File: src/rtl/cache_bus_pkg.sv
// Shared definitions for the cache refill / write-back bus: default widths,
// one-hot arbiter states and the grant encoding used by both caches.
package cache_bus_pkg;

  localparam int ADDR_W_DEF     = 32;
  localparam int DATA_W_DEF     = 64;
  localparam int LINE_BEATS_DEF = 4;

  typedef enum logic [4:0] {
    ST_IDLE    = 5'b00001,
    ST_I_RD    = 5'b00010,
    ST_D_RD    = 5'b00100,
    ST_D_WR    = 5'b01000,
    ST_D_WRESP = 5'b10000
  } state_t;

  typedef enum logic {
    GNT_I = 1'b0,
    GNT_D = 1'b1
  } gnt_t;

endpackage

File: src/rtl/arb_rr2.sv
// Two-input round-robin arbiter: on a tie the side not granted last wins;
// the remembered grant updates only on an enabled grant edge.
module arb_rr2
  import cache_bus_pkg::*;
(
  input  logic clk,
  input  logic rst,
  input  logic i_req_ic,
  input  logic i_req_dc,
  input  logic i_grant_en,
  output gnt_t o_gnt,
  output logic o_any
);

  gnt_t r_last_grant;

  always_ff @(posedge clk or negedge rst) begin
    if (!rst) begin
      r_last_grant <= GNT_I;
    end else if (i_grant_en && o_any) begin
      r_last_grant <= o_gnt;
    end
  end

  always_comb begin
    o_any = i_req_ic | i_req_dc;
    if (i_req_ic && i_req_dc) begin
      o_gnt = (r_last_grant == GNT_I) ? GNT_D : GNT_I;
    end else if (i_req_dc) begin
      o_gnt = GNT_D;
    end else begin
      o_gnt = GNT_I;
    end
  end

endmodule

File: src/rtl/cache_mem_arbiter.sv
// Shares one memory-bus master port between the icache refill path and the
// dcache refill/write-back path, one line-sized burst at a time.
module cache_mem_arbiter
  import cache_bus_pkg::*;
#(
  parameter int ADDR_W     = ADDR_W_DEF,
  parameter int DATA_W     = DATA_W_DEF,
  parameter int LINE_BEATS = LINE_BEATS_DEF
) (
  input  logic                clk,
  input  logic                rst,
  input  logic                i_req,
  input  logic [ADDR_W-1:0]   i_addr,
  output logic [DATA_W-1:0]   i_rdata,
  output logic                i_rvalid,
  output logic                i_done,
  input  logic                d_req,
  input  logic                d_we,
  input  logic [ADDR_W-1:0]   d_addr,
  input  logic [DATA_W-1:0]   d_wdata,
  input  logic [DATA_W/8-1:0] d_wstrb,
  output logic                d_wready,
  output logic [DATA_W-1:0]   d_rdata,
  output logic                d_rvalid,
  output logic                d_done,
  output logic                m_req,
  input  logic                m_ack,
  output logic                m_we,
  output logic [ADDR_W-1:0]   m_addr,
  output logic [7:0]          m_len,
  output logic [DATA_W-1:0]   m_wdata,
  output logic [DATA_W/8-1:0] m_wstrb,
  output logic                m_wvalid,
  input  logic                m_wready,
  input  logic [DATA_W-1:0]   m_rdata,
  input  logic                m_rvalid,
  input  logic                m_rlast,
  input  logic                m_bok,
  output logic                err
);

  localparam int              CNT_W     = $clog2(LINE_BEATS);
  localparam logic [CNT_W-1:0] LAST_BEAT = CNT_W'(LINE_BEATS - 1);

  state_t             r_state, w_state_next;
  logic [CNT_W-1:0]   r_cnt, w_cnt_next;
  logic               r_m_req, r_m_we, r_ack_seen, r_err;
  logic [ADDR_W-1:0]  r_m_addr;
  logic               w_err_set, w_wacc, w_any, w_grant_en;
  gnt_t               w_gnt;

  arb_rr2 u_arb (
    .clk        (clk),
    .rst        (rst),
    .i_req_ic   (i_req),
    .i_req_dc   (d_req),
    .i_grant_en (w_grant_en),
    .o_gnt      (w_gnt),
    .o_any      (w_any)
  );

  assign w_grant_en = (r_state == ST_IDLE);
  assign m_req      = r_m_req;
  assign m_we       = r_m_we;
  assign m_addr     = r_m_addr;
  assign err        = r_err;

  always_comb begin
    w_state_next = r_state;
    w_cnt_next   = r_cnt;
    w_err_set    = 1'b0;
    w_wacc       = 1'b0;
    i_rdata      = '0;
    i_rvalid     = 1'b0;
    i_done       = 1'b0;
    d_rdata      = '0;
    d_rvalid     = 1'b0;
    d_done       = 1'b0;
    d_wready     = 1'b0;
    m_len        = 8'd0;
    m_wdata      = '0;
    m_wstrb      = '0;
    m_wvalid     = 1'b0;
    case (r_state)
      ST_IDLE: begin
        if (w_any) begin
          if (w_gnt == GNT_I)  w_state_next = ST_I_RD;
          else if (d_we)       w_state_next = ST_D_WR;
          else                 w_state_next = ST_D_RD;
        end
      end
      ST_I_RD, ST_D_RD: begin
        m_len = 8'(LINE_BEATS - 1);
        if (r_state == ST_I_RD) begin
          i_rdata  = m_rdata;
          i_rvalid = m_rvalid;
          i_done   = m_rvalid & m_rlast;
        end else begin
          d_rdata  = m_rdata;
          d_rvalid = m_rvalid;
          d_done   = m_rvalid & m_rlast;
        end
        // A missing rlast at the final count is flagged; the counter holds
        // there while we keep waiting for the bridge to close the burst.
        if (m_rvalid) begin
          if (m_rlast) begin
            w_state_next = ST_IDLE;
            w_cnt_next   = '0;
            w_err_set    = (r_cnt != LAST_BEAT);
          end else if (r_cnt == LAST_BEAT) begin
            w_err_set = 1'b1;
          end else begin
            w_cnt_next = r_cnt + 1'b1;
          end
        end
      end
      ST_D_WR: begin
        m_len    = 8'(LINE_BEATS - 1);
        m_wvalid = r_ack_seen;
        m_wdata  = d_wdata;
        m_wstrb  = d_wstrb;
        w_wacc   = r_ack_seen & m_wready;
        d_wready = w_wacc;
        if (w_wacc) begin
          if (r_cnt == LAST_BEAT) begin
            w_cnt_next   = '0;
            w_state_next = ST_D_WRESP;
          end else begin
            w_cnt_next = r_cnt + 1'b1;
          end
        end
      end
      ST_D_WRESP: begin
        m_len  = 8'(LINE_BEATS - 1);
        d_done = m_bok;
        if (m_bok) w_state_next = ST_IDLE;
      end
      default: begin
        w_state_next = ST_IDLE;
        w_cnt_next   = '0;
      end
    endcase
  end

  always_ff @(posedge clk or negedge rst) begin
    if (!rst) begin
      r_state    <= ST_IDLE;
      r_cnt      <= '0;
      r_m_req    <= 1'b0;
      r_m_we     <= 1'b0;
      r_m_addr   <= '0;
      r_ack_seen <= 1'b0;
      r_err      <= 1'b0;
    end else begin
      r_state <= w_state_next;
      r_cnt   <= w_cnt_next;
      if (w_err_set) r_err <= 1'b1;
      if (r_state == ST_IDLE && w_any) begin
        r_m_req    <= 1'b1;
        r_m_we     <= (w_gnt == GNT_D) & d_we;
        r_m_addr   <= (w_gnt == GNT_D) ? d_addr : i_addr;
        r_ack_seen <= 1'b0;
      end else if (r_m_req && m_ack) begin
        r_m_req    <= 1'b0;
        r_ack_seen <= 1'b1;
      end
    end
  end

endmodule
File: config.mk
export PLATFORM = sky130hd
export DESIGN_NAME = cache_mem_arbiter
export DESIGN_NICKNAME = d
export VERILOG_FILES = /design/src/rtl/cache_bus_pkg.sv /design/src/rtl/arb_rr2.sv /design/src/rtl/cache_mem_arbiter.sv
export SDC_FILE = /design/constraint.sdc
export NUM_CORES = 1
export LEC_CHECK = 0
export BUFFER_PORTS_ARGS = -buffer_cell sky130_fd_sc_hd__buf_2
export CORE_AREA = 2 2 177 179
export DETAILED_ROUTE_END_ITERATION = 8
export DIE_AREA = 0 0 179 181
export RECOVER_POWER = 50
export REMOVE_ABC_BUFFERS = 1
export SYNTH_ARGS = -nofsm -noshare
export SYNTH_HDL_FRONTEND = slang
export SYNTH_SLANG_ARGS = --single-unit
File: constraint.sdc
create_clock -name clk -period 2.5 [get_ports clk]
set_input_delay 0.5 -clock clk [delete_from_list [all_inputs] [get_ports clk]]
set_output_delay 0.5 -clock clk [all_outputs]
set_load 0.01 [all_outputs]
==> metrics.yaml <==
die_h_um: 181
status: "complete, no violations"
vias: 4863
cts_inserted_buffers: 5
avgSynthCellArea_um2: 7.97
timing.setup.tns_ns: 0
ios: 459
cts_tree: "yes"
cts_sinks: 44
synth_top_cell_area_share_pct: 29.7
final_antenna_net_count: 0
htreeDepth: 2
drive_above_1_share_pct: 51.5
leakagePower_nw: 4.00
end_kind: "output port"
antenna_found_initial: 18
yosysWarnings: 0
synthDistinctLibCells: 39
critPathMaxFanout: 16
syn_inst: 454
hpwl_um: 18600
drt_pre_antenna_iters: 6
peakVddDrop_mv: 0.530
cellPowerDensity_mw_per_mm2: 756
first_iter_violations: 220
clock_latency_ns: 0.29
final_cell_mix: "415 x buf_2, 133 x and2_1, 73 x and3_1"
hold_class: "in -> async"
arrival_ns: 1.97
wl_per_cell_um: 17.2
io_buffers: 452
ctsRootBufferMaster: "clkbuf_16"
clock_path_buffers: 2
critPathKind: "reg -> out"
start_util_pct: 11.9
clk_pin_slew_ns: 0.07
grt_max_degree: 67
rows: 64
min_period_ns: 2.47
drt-total-wl_um: 22100
r2r.worst_path.cells: 6
drc: 0
synth.area.top_cells: "dfrtp_1 30%, and2_1 23%, and3_1 13%, mux2i_1 8.9%, a21oi_1 4.6%"
nets: 1097
instances_no_fill: 1283
rsz0062_at_grt: "true"
nFillCells: 3411
first_global_vias: 4347
tightest_slew_ns: 1.00
dp.cells: 1269
max_freq_mhz: 405
area_growth_pct: 80.8
cp.required_ns: 2.00
power_w: 0.00495
timing.final.crit_share_pct: 98.8
utilization_pct: 21.6
rr_endpoint: "m_addr[11]"
slew_violations: 0
setup_violations: 0
grt.total_usage_pct: 12.3
layout.cells.most_common: "buf_2"
synth-seq-cells: 44
whs_ns: 0.347
r2r_start: "r_state[2]"
slew_headroom_pct: 33.3
skew_ns: 0.0133
globalplace.congestion: 0.846
seq_area_frac_synth_pct: 30.5
synth_area_mm2: 0.00362
reg2reg_slack_ns: 0.34
dieWidth_um: 179
coreArea_mm2: 0.0303
hold_viol: 0
synth_area_leader_cell: "dfrtp_1"
ys.flop_type: "dfrtp_1"
die_area_mm2: 0.0324
async_flop_share_pct: 100
start_kind: "register"
viasPerCell: 3.79
grt_pass1_wl_um: 29100
cap_violations: 0
gr-total-overflow: 0
synth_edf_count: 0
==> flip-flops by register name, indices dropped and copies added (netlist names) <==
signal              count
r_ack_seen              1
m_we                    1
err                     1
r_cnt                   2
r_state                 5
u_arb.r_last_grant      1
m_req                   1
m_addr                 32
==> worst max-delay path by stage <==
stage | startpoint | end | slack [ns] | depth (start not counted)
5_1_grt | r_state[2] | i_rdata[53] | -0.04 | 6
3_5_place_dp | r_state[1] | d_wready | 0.29 | 5
3_3_place_gp | r_state[1] | d_wready | 0.31 | 5
6_report | r_state[2] | i_rdata[32] | 0.03 | 6
4_1_cts | r_state[2] | i_rvalid | -0.005 | 5
2_1_floorplan | r_state[1] | r_state[1] | -3.09 | 5
==> cell type report <==
| class | count | area (µm²) | area share [%] |
|---|---|---|---|
| Sequential cell | 44 | 1110 | 16.9 |
| Inverter | 5 | 18.8 | 0.287 |
| Multi-Input combinational cell | 360 | 2320 | 35.5 |
| Tap cell | 396 | 495 | 7.57 |
| Timing Repair Buffer | 469 | 2450 | 37.4 |
| Antenna cell | 1 | 2.50 | 0.0382 |
| Clock buffer | 7 | 143 | 2.18 |
| Clock inverter | 1 | 7.51 | 0.115 |
==> where the power goes <==
| group | total, W | internal, W | switching (W) |
|---|---|---|---|
| sequential | 0.00128 | 0.00105 | 0.000230 |
| combinational | 0.00297 | 0.00125 | 0.00173 |
| clock | 0.000693 | 0.000399 | 0.000294 |
==> Yosys cell counts, drive strengths merged (4+ instances only) <==
cell type / number
and2: 133
and3: 75
dfrtp: 43
nor2: 40
a21oi: 33
mux2i: 32
clkbuf: 31
buf: 19
inv: 5
nand2: 5
o21ai: 5
nand3: 4
o22ai: 4
==> repair_timing <==
action                                  4_1_cts  5_1_grt
hold buffers                                  0        0
resized for setup                             3        6
buffers inserted                              0        2
pin swaps                                     0        1
endpoints found under the setup margin       21       69
cloned                                        0        3
==> through the flow <==
| step | area, µm² | worst slack (ns) |
|---|---|---|
| floorplan | 3390 | -3.09 |
| global placement | 6330 | 0.312 |
| detailed placement | 6330 | 0.290 |
| CTS | 6500 | -0.00466 |
| global route | 6540 | -0.0363 |
| finish | 6540 | 0.0312 |
==> cells by family after synthesis <==
logic type,after synthesis,share of synthesized area [%]
compound gates,48,7.37
xor+xnor,2,0.484
fa+ha+maj,2,0.691
buf+inv,55,7.26
flops,44,30.5
mux,34,9.58
other cells,1,0.104
simple gates,268,44.1
==> worst max-delay path: stages, from the launching register on <==
cell and delay, ns:
dfrtp_2 0.45, or3_4 0.41, nor3b_4 0.20, buf_6 0.17, buf_6 0.19, and2_1 0.14, buf_2 0.12
==> per-layer routing <==
| metal | share of wire [%] | global-route usage, % | vias up | wire length (µm) |
|---|---|---|---|---|
| met5 | 0.39 | 0 | - | 87 |
| met2 | 48 | 21.8 | 269 | 10600 |
| li1 | - | - | 2355 | - |
| met4 | 1.5 | 2.05 | 14 | 331 |
| met3 | 8.9 | 3.01 | 45 | 1960 |
| met1 | 41 | 15.0 | 2180 | 9120 |
Note: power is estimated with default switching activity, not from simulation.
